$ cat config.mk
export PLATFORM = sky130hd
export DESIGN_NAME = regfile_wb_arb
export DESIGN_NICKNAME = d
export VERILOG_FILES = /design/src/rtl/regfile_wb_arb_pkg.sv /design/src/rtl/regfile_wb_arb_wb_skid1.sv /design/src/rtl/regfile_wb_arb.sv
export SDC_FILE = /design/constraint.sdc
export NUM_CORES = 1
export LEC_CHECK = 0
export BUFFER_PORTS_ARGS = -buffer_cell sky130_fd_sc_hd__buf_4
export CAP_MARGIN = 10
export CORE_AREA = 2 2 89 82
export CTS_CLUSTER_DIAMETER = 40
export DETAILED_ROUTE_END_ITERATION = 12
export DIE_AREA = 0 0 91 84
export GPL_TIMING_DRIVEN = 0
export PLACE_DENSITY = 0.78
export SYNTH_ARGS = -nofsm -noshare
export SYNTH_HDL_FRONTEND = slang
export SYNTH_SLANG_ARGS = --single-unit
$ cat constraint.sdc
create_clock -name clk -period 1.69 [get_ports clk]
set_input_delay 0.2535 -clock clk [delete_from_list [all_inputs] [get_ports clk]]
set_output_delay 0.2535 -clock clk [all_outputs]
set_load 0.03 [all_outputs]
$ cat src/rtl/regfile_wb_arb_pkg.sv
// Shared regfile defines: index/width constants, writeback grant type and the
// hardwired-register test used by the writeback arbiter.
package regfile_wb_arb_pkg;

  localparam int REG_AW = 5;
  localparam int REG_DW = 32;

  localparam logic [REG_AW-1:0] R_ZERO = 5'd0;
  localparam logic [REG_AW-1:0] R_ONE  = 5'd1;
  localparam logic [REG_AW-1:0] R_PC   = 5'd31;

  typedef enum logic [1:0] {
    GRANT_NONE = 2'd0,
    GRANT_ALU  = 2'd1,
    GRANT_LSU  = 2'd2
  } grant_e;

  // Registers whose value is fixed in the regfile; writes to them are discarded.
  function automatic logic is_hardwired(input logic [REG_AW-1:0] addr);
    return (addr == R_ZERO) || (addr == R_ONE) || (addr == R_PC);
  endfunction

endpackage

$ cat src/rtl/regfile_wb_arb_wb_skid1.sv
// wb_skid1: one-entry skid buffer holding a single pending LSU writeback.
// A load in the same cycle as a drain replaces the entry with no empty cycle.
module wb_skid1
  import regfile_wb_arb_pkg::*;
(
  input  logic              clk,
  input  logic              rst,
  input  logic              i_load,
  input  logic              i_drain,
  input  logic [REG_AW-1:0] i_addr,
  input  logic [REG_DW-1:0] i_data,
  output logic              o_full,
  output logic [REG_AW-1:0] o_addr,
  output logic [REG_DW-1:0] o_data
);

  logic              r_full;
  logic [REG_AW-1:0] r_addr;
  logic [REG_DW-1:0] r_data;

  // NOTE: state is updated with <= so every flop samples pre-edge values; a
  // blocking = here would let later statements see this cycle's new value.
  always_ff @(posedge clk or negedge rst) begin
    if (!rst) begin
      r_full <= 1'b0;
      // NOTE: the payload is only meaningful while r_full is set, so its reset
      // is not functionally needed; it is cleared anyway for deterministic X-free output.
      r_addr <= '0;
      r_data <= '0;
    end else if (i_load) begin
      r_full <= 1'b1;
      r_addr <= i_addr;
      r_data <= i_data;
    end else if (i_drain) begin
      r_full <= 1'b0;
    end
  end

  assign o_full = r_full;
  assign o_addr = r_addr;
  assign o_data = r_data;

endmodule

$ cat src/rtl/regfile_wb_arb.sv
// regfile_wb_arb: shares the regfile write port between ALU and LSU writebacks.
// Define WB_ARB_STARVE_GUARD_EN to bound how many cycles a buffered LSU write can lose.
module regfile_wb_arb
  import regfile_wb_arb_pkg::*;
#(
  parameter int STARVE_LIMIT = 4
) (
  input  logic              clk,
  input  logic              rst,
  input  logic              alu_valid,
  input  logic [REG_AW-1:0] alu_addr,
  input  logic [REG_DW-1:0] alu_data,
  output logic              alu_ready,
  input  logic              lsu_valid,
  input  logic [REG_AW-1:0] lsu_addr,
  input  logic [REG_DW-1:0] lsu_data,
  output logic              lsu_ready,
  output logic              we,
  output logic [REG_AW-1:0] addrw,
  output logic [REG_DW-1:0] wdata,
  output logic              lsu_pend,
  output logic              drop
);

  logic              w_buf_full;
  logic [REG_AW-1:0] w_buf_addr;
  logic [REG_DW-1:0] w_buf_data;
  logic              w_starve;
  logic              w_drain;
  logic              w_lsu_accept;
  logic              w_win_valid;
  logic              w_win_drop;
  logic [REG_AW-1:0] w_win_addr;
  logic [REG_DW-1:0] w_win_data;
  grant_e            w_grant;

  logic              r_we;
  logic              r_drop;
  logic [REG_AW-1:0] r_addrw;
  logic [REG_DW-1:0] r_wdata;

  always_comb begin
    // NOTE: default first, so no path through the block leaves w_grant unassigned
    // (which would infer a latch).
    w_grant = GRANT_NONE;
    if (alu_valid && !w_starve) begin
      w_grant = GRANT_ALU;
    end else if (w_buf_full) begin
      w_grant = GRANT_LSU;
    end
  end

  assign w_drain      = (w_grant == GRANT_LSU);
  assign alu_ready    = !(w_starve && w_buf_full);
  assign lsu_ready    = !w_buf_full || w_drain;
  assign w_lsu_accept = lsu_valid && lsu_ready;

  assign w_win_valid  = (w_grant != GRANT_NONE);
  assign w_win_addr   = (w_grant == GRANT_ALU) ? alu_addr : w_buf_addr;
  assign w_win_data   = (w_grant == GRANT_ALU) ? alu_data : w_buf_data;
  assign w_win_drop   = is_hardwired(w_win_addr);

  wb_skid1 u_skid (
    .clk     (clk),
    .rst     (rst),
    .i_load  (w_lsu_accept),
    .i_drain (w_drain),
    .i_addr  (lsu_addr),
    .i_data  (lsu_data),
    .o_full  (w_buf_full),
    .o_addr  (w_buf_addr),
    .o_data  (w_buf_data)
  );

`ifdef WB_ARB_STARVE_GUARD_EN
  localparam int CNT_W = (STARVE_LIMIT < 1) ? 1 : $clog2(STARVE_LIMIT + 1);
  localparam logic [CNT_W-1:0] CNT_MAX = CNT_W'(STARVE_LIMIT);

  logic [CNT_W-1:0] r_starve_cnt;

  // Counts cycles the buffered entry has lost; saturates and waits for the drain.
  always_ff @(posedge clk or negedge rst) begin
    if (!rst) begin
      r_starve_cnt <= '0;
    end else if (w_drain) begin
      r_starve_cnt <= '0;
    end else if (w_buf_full && (r_starve_cnt != CNT_MAX)) begin
      r_starve_cnt <= r_starve_cnt + 1'b1;
    end
  end

  assign w_starve = w_buf_full && (r_starve_cnt == CNT_MAX);
`else
  // Strict ALU priority: starvation never asserts and the limit has no effect.
  assign w_starve = 1'b0 & (STARVE_LIMIT >= 0);
`endif

  // Hardwired destinations complete the handshake but raise drop instead of we;
  // the address/data registers still follow any granted write.
  always_ff @(posedge clk or negedge rst) begin
    if (!rst) begin
      r_we    <= 1'b0;
      r_drop  <= 1'b0;
      r_addrw <= '0;
      r_wdata <= '0;
    end else begin
      r_we   <= w_win_valid && !w_win_drop;
      r_drop <= w_win_valid && w_win_drop;
      if (w_win_valid) begin
        r_addrw <= w_win_addr;
        r_wdata <= w_win_data;
      end
    end
  end

  assign we       = r_we;
  assign drop     = r_drop;
  assign addrw    = r_addrw;
  assign wdata    = r_wdata;
  assign lsu_pend = w_buf_full;

endmodule

==> results.txt <==
----------------------------------------------------
[Timing]
  Number of setup violations in the final report ... 0
  Maximum clock rate ... roughly 0.63 GHz
  Worst max-slew margin expressed relative to the limit ... a little over a third
  Minimum period implied by the final worst setup slack ... around 1.6 ns
  Fraction of the cycle the final worst path needs ... a little over nine tenths
  Unrepaired setup endpoints after global routing ... yes
  Transition time at the pin with the least slew margin ... 0.953 ns
  Count of pins over their slew limit ... 0
  Fin Clk Skew ... 0.00641 ns
  Count of endpoints failing hold in the final timing report ... 0

[Clocking]
  Htree depth ... 3
  Cts hold-fix bufs ... 0
  Later-pin clock latency in the skew report ... approximately 0.33 ns
  Clock tree from TritonCTS ... yes
  TritonCTS buffer count ... 9
  Root Buffer ... clkbuf_8
  Maximum clock insertion buffer count ... 2
  Sinks on Clock Net ... 77
  Clock-pin slew reported for the worst setup and hold paths after clock tree synthesis ... 0.07 ns

[Detailed routing]
  DRT Wirelength ... roughly 7200 um
  Detailed-routing iteration count for the pre-antenna-repair pass ... 4
  Drt initial violations ... a little over 70
  Number of antenna-violating nets in the routed design ... 0
  Via density per instance ... around 5
  Via count of the routed design ... around 2400
  Number of design rule violations left after detail routing ... 0
  Post-DR wirelength/cell ... 15.1 um

[Setup path]
  Arr. time, crit path ... ~1.8 ns
  Nature of the critical path startpoint ... flip-flop
  CP endpoint kind ... flip-flop
  Largest fanout on the critical path ... 10
  Critical path start-end classification ... flip-flop to flip-flop
  Required time worst endpoint ... 1.90 ns

[Cells and area]
  Net total in the final layout ... around 460
  Fraction of layout cells with a size suffix above 1 ... 46.6%
  Signed area change from the synthesized netlist to the final layout ... 35.8%
  Filler cell count in the final layout ... approximately 590
  Final cell area excluding filler cells ... 4380 um2
  Number of inserted diodes ... 0

[GRT]
  Number of global-route vias before repair ... ~2500
  Maximum number of pins on one net before global-route repair ... 78
  Remaining global-route overflow ... 0
  Global-route wire length before repair ... between 10000 and 15000 um
  Initial antenna violation count ... 0
  Overall global routing resource usage ... approximately 20%

[Logic synthesis]
  Proportion of synthesized chip area in sequential cells ... ~60%
  Cell types occupying the most area after synthesis ... dfrtp_1 60%, mux2_2 13%, mux2i_1 11%
  Net count after synthesis ... approximately 330
  Total standard cell area after synthesis ... around 3200 um2
  Register bit count reported by yosys ... 77
  Distinct cells, synth ... 21
  Synthesized netlist cell count ... about 260
  Warnings from Yosys ... 0
  Area share of the largest cell type after synthesis ... 59.8%
  Most area-hungry cell type in the Yosys netlist ... dfrtp_1
  Mapped Avg Cell Area ... between 10 and 15 um2

[Job]
  Number of maximum-capacitance constraint violations ... 0

[Power and ir drop]
  Net Switching ... ~1.3 mW
  Leakage power of the design ... 2.18 nW
  Clock power frac ... around a quarter
  Switching power share of the total ... between 20% and 30%
  Internal Dissipation ... 3.11 mW
  Combinational share of power ... 24.3%
  Tot Pwr ... between 4 and 5 mW
  Share of total power in sequential cells ... between 50% and 60%
  Pwr per Cell Area ... 1010 nW/um2
  IR drop worst, VDD ... 0.469 mV

[Placed design]
  DP Wirelength ... around 5100 um
  Gpl congestion ... about 0.76
  Placed cell area ... around 4200 um2
  Count of buffers from port buffering ... 117

[Outcome]
  Outcome ... completed

[Floorplanning]
  Horizontal extent of the die ... between 90 and 100 um
  Number of top-level pins ... 120
  Starting density of the core ... between 40% and 50%
  Total die area ... roughly 7600 um2
  # rows ... 29
  Die span in y ... 84 um
  Core Region ... approximately 6800 um2

[Hold path]
  HP Class ... input pin to async pin

----------------------------------------------------
==> final timing paths <==
| check | startpoint | end | slack (ns) | depth (start not counted) |
|---|---|---|---|---|
| hold reg to reg | u_skid.o_addr[3] | u_skid.o_addr[3] | 0.51 | 1 |
| min in group clk | lsu_valid | u_skid.o_full | 0.12 | 2 |
| setup reg to reg | u_skid.o_full | u_skid.o_data[12] | 0.09 | 6 |
| setup / recovery | u_skid.o_full | u_skid.o_data[12] | 0.09 | 6 |
| max in group asynchronous | rst | u_skid.o_full | 0.96 | 1 |
| hold / removal | rst | wdata[17] | 0.07 | 1 |
==> state kept, by name, indices dropped and copies added, names as in the netlist <==
register	count
u_skid.o_data	32
drop	1
u_skid.o_full	1
wdata	32
addrw	5
u_skid.o_addr	5
we	1
==> per-layer routing <==
metal | vias up | GRT usage, % | wire length, um
li1 | 1132 | - | -
met1 | 1180 | 26.7 | 3260
met2 | 76 | 33.6 | 3480
met3 | 10 | 4.61 | 398
met4 | 0 | 6.61 | 87
met5 | - | 0 | 0
==> final cells by class <==
class | instances | area (um2) | share of cell area [%]
Timing Repair Buffer | 117 | 878 | 20.1
Clock buffer | 11 | 131 | 3.00
Tap cell | 93 | 116 | 2.66
Multi-Input combinational cell | 160 | 1190 | 27.2
Buffer | 18 | 119 | 2.71
Clock inverter | 3 | 15.0 | 0.343
Sequential cell | 77 | 1930 | 44.0
==> repair_timing <==
item | CTS | global route
gates resized for setup | 0 | 2
setup endpoints to repair | 0 | 10
buffers inserted | 0 | 0
==> cell usage in the layout (no fill, tap or decap), drive strengths merged <==
master   synthesis  layout
a21oi            5       5
and2             1       1
buf             11     128
clkbuf           7      18
clkinv           0       3
conb             1       1
dfrtp           77      77
mux2            37      37
mux2i           37      37
nand2           33      33
nand2b           1       1
nand4            1       1
nor2             7       7
nor4             1       1
o211a            1       1
o21ai           32      32
o2bb2ai          1       1
or2              1       1
or4              1       1
==> critical path, stage by stage (launching register included) <==
cell and delay [ns]:
dfrtp_2 0.40, buf_2 0.18, nand2_4 0.09, and2_1 0.13
buf_6 0.16, buf_6 0.17, mux2_2 0.35
==> synthesized netlist by cell type <==
master	count
mux2_2	37
and2_1	1
buf_6	4
nor4_1	1
nand4_1	1
clkbuf_1	7
nand2_1	32
nand2b_1	1
nand2_2	1
o2bb2ai_1	1
a21oi_1	5
dfrtp_1	77
buf_2	5
conb_1	1
mux2i_1	37
or4_1	1
o211a_1	1
o21ai_0	32
or2_2	1
buf_4	2
nor2_1	7
==> cells by family (layout without fill, tap and decap cells) <==
group / after synthesis / count (layout) / share of synthesized area [%]
other: 1 / 1 / 0.116
buffers and inverters: 18 / 149 / 3.45
and+or+nand+nor: 46 / 46 / 5.94
muxes: 74 / 74 / 24.4
AOI/OAI and AO/OA: 39 / 39 / 6.33
DFF: 77 / 77 / 59.8
==> metrics by stage <==
stage	util [%]	setup TNS [ns]	setup WS (ns)	hold WS (ns)	std cells
global placement	61.9	0	0.0442	0.456	465
global route	64.2	-0.000161	-0.000161	0.127	479
floorplan	-	0	0.0127	-0.0421	255
detailed placement	61.9	0	0.0381	0.463	465
finish	64.2	0	0.0907	0.0658	479
CTS	64.1	0	0.0332	0.104	479
==> power groups by stage <==
stage | logic (mW) | registers, mW | clock network [mW]
2_1_floorplan | 0.395 | 2.46 | 0
3_3_place_gp | 1.05 | 2.24 | 0
3_5_place_dp | 1.08 | 2.26 | 0
4_1_cts | 1.08 | 2.22 | 1.14
5_1_grt | 1.16 | 2.25 | 1.22
6_report | 1.07 | 2.22 | 1.11
(Power assumes the default switching activity.)
